==> src/rtl/idct4_serial.sv <==
// rtl/idct4_serial.sv - serial-in, parallel-out 4-point inverse integer DCT (64/83/36 kernel)
// Collector -> even/odd butterfly register -> rounded, saturated output register.
module idct4_serial #(
    parameter int COEF_W = 16,
    parameter int OUT_W  = 8,
    parameter int SHIFT  = 14
) (
    input  logic                     clk,
    input  logic                     rst_n,
    input  logic                     s_valid,
    output logic                     s_ready,
    input  logic signed [COEF_W-1:0] s_coef,
    output logic                     m_valid,
    input  logic                     m_ready,
    output logic signed [OUT_W-1:0]  m_x0,
    output logic signed [OUT_W-1:0]  m_x1,
    output logic signed [OUT_W-1:0]  m_x2,
    output logic signed [OUT_W-1:0]  m_x3,
    output logic                     m_busy
);

    // 9 guard bits cover 64*(y0+y2) + 119*|y| plus the rounding offset.
    localparam int ACC_W = COEF_W + 9;
    localparam logic signed [ACC_W-1:0] RND     = ACC_W'(2 ** (SHIFT - 1));
    localparam logic signed [ACC_W-1:0] SAT_MAX = ACC_W'(2 ** (OUT_W - 1) - 1);
    localparam logic signed [ACC_W-1:0] SAT_MIN = ~SAT_MAX;

    function automatic logic signed [ACC_W-1:0] mul83(input logic signed [ACC_W-1:0] v);
        return (v <<< 6) + (v <<< 4) + (v <<< 1) + v;
    endfunction

    function automatic logic signed [ACC_W-1:0] mul36(input logic signed [ACC_W-1:0] v);
        return (v <<< 5) + (v <<< 2);
    endfunction

    function automatic logic signed [OUT_W-1:0] round_sat(input logic signed [ACC_W-1:0] v);
        logic signed [ACC_W-1:0] t;
        t = (v + RND) >>> SHIFT;
        if (t > SAT_MAX) begin
            t = SAT_MAX;
        end else if (t < SAT_MIN) begin
            t = SAT_MIN;
        end
        return t[OUT_W-1:0];
    endfunction

    logic        [1:0]        r_idx;
    logic signed [COEF_W-1:0] r_y [4];
    logic                     r_vec_full;
    logic                     r_s1_valid;
    logic signed [ACC_W-1:0]  r_e0, r_e1, r_o0, r_o1;
    logic                     r_m_valid;
    logic signed [OUT_W-1:0]  r_x0, r_x1, r_x2, r_x3;

    logic                     w_s_acc;
    logic                     w_s1_load;
    logic                     w_s2_load;
    logic signed [ACC_W-1:0]  w_y0, w_y1, w_y2, w_y3;
    logic signed [ACC_W-1:0]  w_e0, w_e1, w_o0, w_o1;
    logic signed [ACC_W-1:0]  w_x0, w_x1, w_x2, w_x3;

    // Stage 1 may reload in the same edge that stage 2 drains it.
    assign w_s_acc   = s_valid & ~r_vec_full;
    assign w_s2_load = r_s1_valid & (~r_m_valid | m_ready);
    assign w_s1_load = r_vec_full & (~r_s1_valid | w_s2_load);

    assign w_y0 = ACC_W'(r_y[0]);
    assign w_y1 = ACC_W'(r_y[1]);
    assign w_y2 = ACC_W'(r_y[2]);
    assign w_y3 = ACC_W'(r_y[3]);

    assign w_e0 = (w_y0 + w_y2) <<< 6;
    assign w_e1 = (w_y0 - w_y2) <<< 6;
    assign w_o0 = mul83(w_y1) + mul36(w_y3);
    assign w_o1 = mul36(w_y1) - mul83(w_y3);

    assign w_x0 = r_e0 + r_o0;
    assign w_x1 = r_e1 + r_o1;
    assign w_x2 = r_e1 - r_o1;
    assign w_x3 = r_e0 - r_o0;

    always_ff @(posedge clk or negedge rst_n) begin
        if (!rst_n) begin
            r_idx      <= 2'd0;
            r_vec_full <= 1'b0;
            for (int i = 0; i < 4; i++) begin
                r_y[i] <= '0;
            end
        end else begin
            if (w_s_acc) begin
                r_y[r_idx] <= s_coef;
                r_idx      <= r_idx + 2'd1;
            end
            if (w_s1_load) begin
                r_vec_full <= 1'b0;
            end else if (w_s_acc && r_idx == 2'd3) begin
                r_vec_full <= 1'b1;
            end
        end
    end

    always_ff @(posedge clk or negedge rst_n) begin
        if (!rst_n) begin
            r_s1_valid <= 1'b0;
            r_e0       <= '0;
            r_e1       <= '0;
            r_o0       <= '0;
            r_o1       <= '0;
        end else begin
            if (w_s1_load) begin
                r_s1_valid <= 1'b1;
                r_e0       <= w_e0;
                r_e1       <= w_e1;
                r_o0       <= w_o0;
                r_o1       <= w_o1;
            end else if (w_s2_load) begin
                r_s1_valid <= 1'b0;
            end
        end
    end

    always_ff @(posedge clk or negedge rst_n) begin
        if (!rst_n) begin
            r_m_valid <= 1'b0;
            r_x0      <= '0;
            r_x1      <= '0;
            r_x2      <= '0;
            r_x3      <= '0;
        end else begin
            if (w_s2_load) begin
                r_m_valid <= 1'b1;
                r_x0      <= round_sat(w_x0);
                r_x1      <= round_sat(w_x1);
                r_x2      <= round_sat(w_x2);
                r_x3      <= round_sat(w_x3);
            end else if (m_ready) begin
                r_m_valid <= 1'b0;
            end
        end
    end

    assign s_ready = ~r_vec_full;
    assign m_valid = r_m_valid;
    assign m_x0    = r_x0;
    assign m_x1    = r_x1;
    assign m_x2    = r_x2;
    assign m_x3    = r_x3;
    assign m_busy  = r_vec_full | r_s1_valid | r_m_valid | (r_idx != 2'd0);

endmodule

==> config.mk <==
export PLATFORM = sky130hd
export DESIGN_NAME = idct4_serial
export DESIGN_NICKNAME = d
export VERILOG_FILES = /design/src/rtl/idct4_serial.sv
export SDC_FILE = /design/constraint.sdc
export NUM_CORES = 1
export LEC_CHECK = 0
export BUFFER_PORTS_ARGS = -buffer_cell sky130_fd_sc_hd__buf_2
export CORE_MARGIN = 2
export CORE_UTILIZATION = 50
export CTS_BUF_LIST = sky130_fd_sc_hd__clkbuf_16
export CTS_CLUSTER_SIZE = 28
export DETAILED_ROUTE_END_ITERATION = 16
export GPL_ROUTABILITY_DRIVEN = 0
export GPL_TIMING_DRIVEN = 0
export PLACE_DENSITY = 0.65
export SETUP_SLACK_MARGIN = 0.2
export SLEW_MARGIN = 15
export SYNTH_ARGS = -nofsm -noshare
export SYNTH_HDL_FRONTEND = slang
export SYNTH_SLANG_ARGS = --single-unit
==> constraint.sdc <==
create_clock -name clk -period 5.82 [get_ports clk]
set_input_delay 0.582 -clock clk [delete_from_list [all_inputs] [get_ports clk]]
set_output_delay 0.582 -clock clk [all_outputs]
set_load 0.05 [all_outputs]
==> results.json <==
{
  "core_area_um2": 33700,
  "worstSetupPathType": "reg -> reg",
  "endpoint_kind": "register",
  "area_growth_pct": 9.00,
  "synth_area_um2": 17200,
  "yosys.cell_count.top_type": "inv_1",
  "vias": 12700,
  "fp.dieH_um": 189,
  "nNetsFinal": 2284,
  "fmax_ghz": 0.190,
  "synth_common_cells": "318 x inv_1, 245 x ha_1, 184 x dfrtp_1, 151 x nand2_1, 119 x fa_1",
  "synth_top_area_frac": 0.268,
  "synth_area_leaders": "dfrtp_1 27%, ha_1 18%, fa_1 14%, inv_1 6.9%, mux2_2 4.4%",
  "insertion_delay_ns": 0.45,
  "startpoint_type": "register",
  "worstPathArrival_ns": 5.57,
  "cp_slowest_stage_delay_ns": 0.58,
  "setup_viol": 0,
  "grt_start_max_net_pins": 101,
  "ys.flop_type": "dfrtp_1",
  "grt_util_all_layers": 0.237,
  "root_buffer": "clkbuf_16",
  "drv_slew": 0,
  "first_pass_iters": 5,
  "outcome": "completed",
  "grt-ovfl-total": 0,
  "clk_pin_slew_ns": 0.07,
  "drt_iter0_drc": 570,
  "drv_cap": 0,
  "hold_class": "in -> reg",
  "synth.distinct_cells": 78,
  "syn-instance-count": 1824,
  "num-fill-cells": 3109,
  "critPathTopFamily": "adder cells",
  "yosys_warnings": 0,
  "place_hpwl_um": 32900,
  "cts_inserted_buffers": 17,
  "ant_nets": 0,
  "critical_path_required_ns": 6.13,
  "tightest_slew_ns": 1.22,
  "path_cells": "inv_1 -> fa_1 -> inv_1 -> fa_1 -> fa_1 -> inv_1 -> ha_1 -> nand2_1 -> o21ai_1 -> o221a_2 -> o211ai_1 -> a31o_2 -> o21ai_0 -> nor4_1 -> o41ai_1 -> xor2_1 -> o21ai_0",
  "die_w_um": 189,
  "crit_fanout": 6,
  "die-area_um2": 35900,
  "final.period_utilization": 0.904,
  "relSlewSlack": 0.184,
  "crit_buf_inv": 3,
  "cts_tree": "done",
  "wl_per_cell_um": 17.2,
  "postSynthNetCount": 2208,
  "cts_max_level": 4,
  "numPortBuffers": 54,
  "cts_sinks": 184,
  "drive_above_1_share": 0.0911,
  "grt_pass1_wl_um": 65800,
  "viasPerCell": 5.38,
  "regArea_um2": 4600,
  "cts.path.max_buffers": 2,
  "worst_clock_skew_ns": 0.0102,
  "grt_pass1_vias": 12700,
  "start_util": 0.510,
  "synth_edf_count": 0,
  "fin_crit_ns": 5.26,
  "io-pin-count": 55,
  "slowest_stage": "fa_1",
  "routed_wl_um": 40600,
  "multi_input_area_um2": 11200,
  "drc": 0,
  "synthArstFlopShare": 1.00,
  "rsz0062_at_grt": "yes",
  "grt_antenna_before_repair": 1,
  "hold_violations": 0,
  "setup_tns_ns": 0,
  "ys_seq_area_frac": 0.268,
  "ys_seq_elements": 184,
  "syn_area_per_cell_um2": 9.43,
  "yosysTopAreaCell": "dfrtp_1",
  "core.rowCount": 67
}
-- cells in the final DEF, fill, tap and decap left out, types with 4 or more instances in the layout --
cell       Yosys  layout
o31ai_1       15      15
a21oi_1       96      96
mux2i_1        4       4
nor4_1         5       5
mux2_2        67      67
clkbuf_1      31      31
bufinv_16      0       6
nand2_1      151     151
ha_1         245     245
or3_1         12      12
fa_1         119     119
nand2b_1      16      16
nor2_1        92      92
inv_1        318     321
dfrtp_1      184     184
and3_1        21      21
nor3_1        29      29
a21o_1        20      20
a221o_1        9       9
xnor2_1       59      59
xor2_1        40      40
o21a_1        11      11
buf_1          5       5
buf_2          0      53
nor2b_1       16      16
o41ai_1        8       8
nor3b_1        6       6
a31oi_1       10      10
o211ai_1       7       7
o21ai_0      106     105
nand4_1        7       7
clkbuf_16      0      17
o21bai_1      11      11
nand3_1       26      26
or2_2          4       4
-- flip-flops by register name, indices dropped and copies added, names as in the netlist --
register / count
r_idx: 2
r_e1: 17
m_x3: 8
m_valid: 1
r_y: 64
m_x1: 8
r_s1_valid: 1
r_e0: 16
r_o0: 25
m_x2: 8
r_vec_full: 1
r_o1: 25
m_x0: 8
-- layer usage --
layer  up-vias  share of wire  GRT usage
li1       6240              -          -
met1      6128           0.45      0.316
met2       292           0.46      0.397
met3        46          0.063     0.0424
met4         0          0.018     0.0626
met5         -              0          0
-- worst register-to-register path: cells and delay by family, from the launching register on --
kind,cells,cell delay [ns]
AOI/OAI and AO/OA,7,1.89
and+or+nand+nor,2,0.17
DFF,1,0.55
buffers and inverters,3,0.35
xor gates and xnor gates,1,0.27
adders and majority gates,4,1.89
-- repair_timing --
action / CTS / global route
endpoints found under the setup margin: 0 / 3
hold endpoints to repair: 15 / 0
setup buffers: 0 / 0
hold buffers: 1 / 0
resized for setup: 0 / 2
-- logic make-up after synthesis --
family | count (synthesis) | synth area share
simple gates | 401 | 0.109
fa+ha+maj | 364 | 0.317
mux | 71 | 0.0462
buf+inv | 356 | 0.0785
compound gates | 349 | 0.132
flops | 184 | 0.268
xor+xnor | 99 | 0.0504
-- final timing paths --
check | from | endpoint | slack (ns) | depth (start not counted)
worst max register to register | r_y[0]$_DFFE_PN0P_ | r_o1[23]$_DFFE_PN0P_ | 0.56 | 17
worst min-delay path | s_coef[4] | r_y[4]$_DFFE_PN0P_ | 0.42 | 2
max in group asynchronous | rst_n | r_y[8]$_DFFE_PN0P_ | 4.21 | 4
worst max-delay path | r_y[0]$_DFFE_PN0P_ | r_o1[23]$_DFFE_PN0P_ | 0.56 | 17
min in group asynchronous | rst_n | m_x2[7]$_DFFE_PN0P_ | 0.55 | 2
worst min register to register | m_x2[7]$_DFFE_PN0P_ | m_x2[7]$_DFFE_PN0P_ | 0.48 | 2
-- area by class of cell --
class                           instances  area share
Multi-Input combinational cell       1284       0.600
Sequential cell                       184       0.246
Inverter                              318      0.0637
Tap cell                              448      0.0299
Clock buffer                           17      0.0227
Timing Repair Buffer                   57      0.0184
Clock inverter                         13      0.0113
Buffer                                 38     0.00834
Antenna cell                            1    0.000133
-- metrics by stage --
| step | area [um^2] | utilization | worst slack, ns | cells | hold WS, ns |
|---|---|---|---|---|---|
| after floorplan | 17200 | - | 1.23 | 1824 | 0.286 |
| after global placement | 18000 | 0.535 | 0.530 | 2326 | 0.459 |
| after detailed placement | 18100 | 0.537 | 0.509 | 2328 | 0.415 |
| after CTS | 18700 | 0.556 | 0.479 | 2359 | 0.411 |
| after global routing | 18700 | 0.556 | 0.146 | 2359 | 0.422 |
| final | 18800 | 0.556 | 0.556 | 2360 | 0.419 |
Power is not shown: default switching activity piles up to over one toggle a cycle in this logic, so the estimate is an artifact.
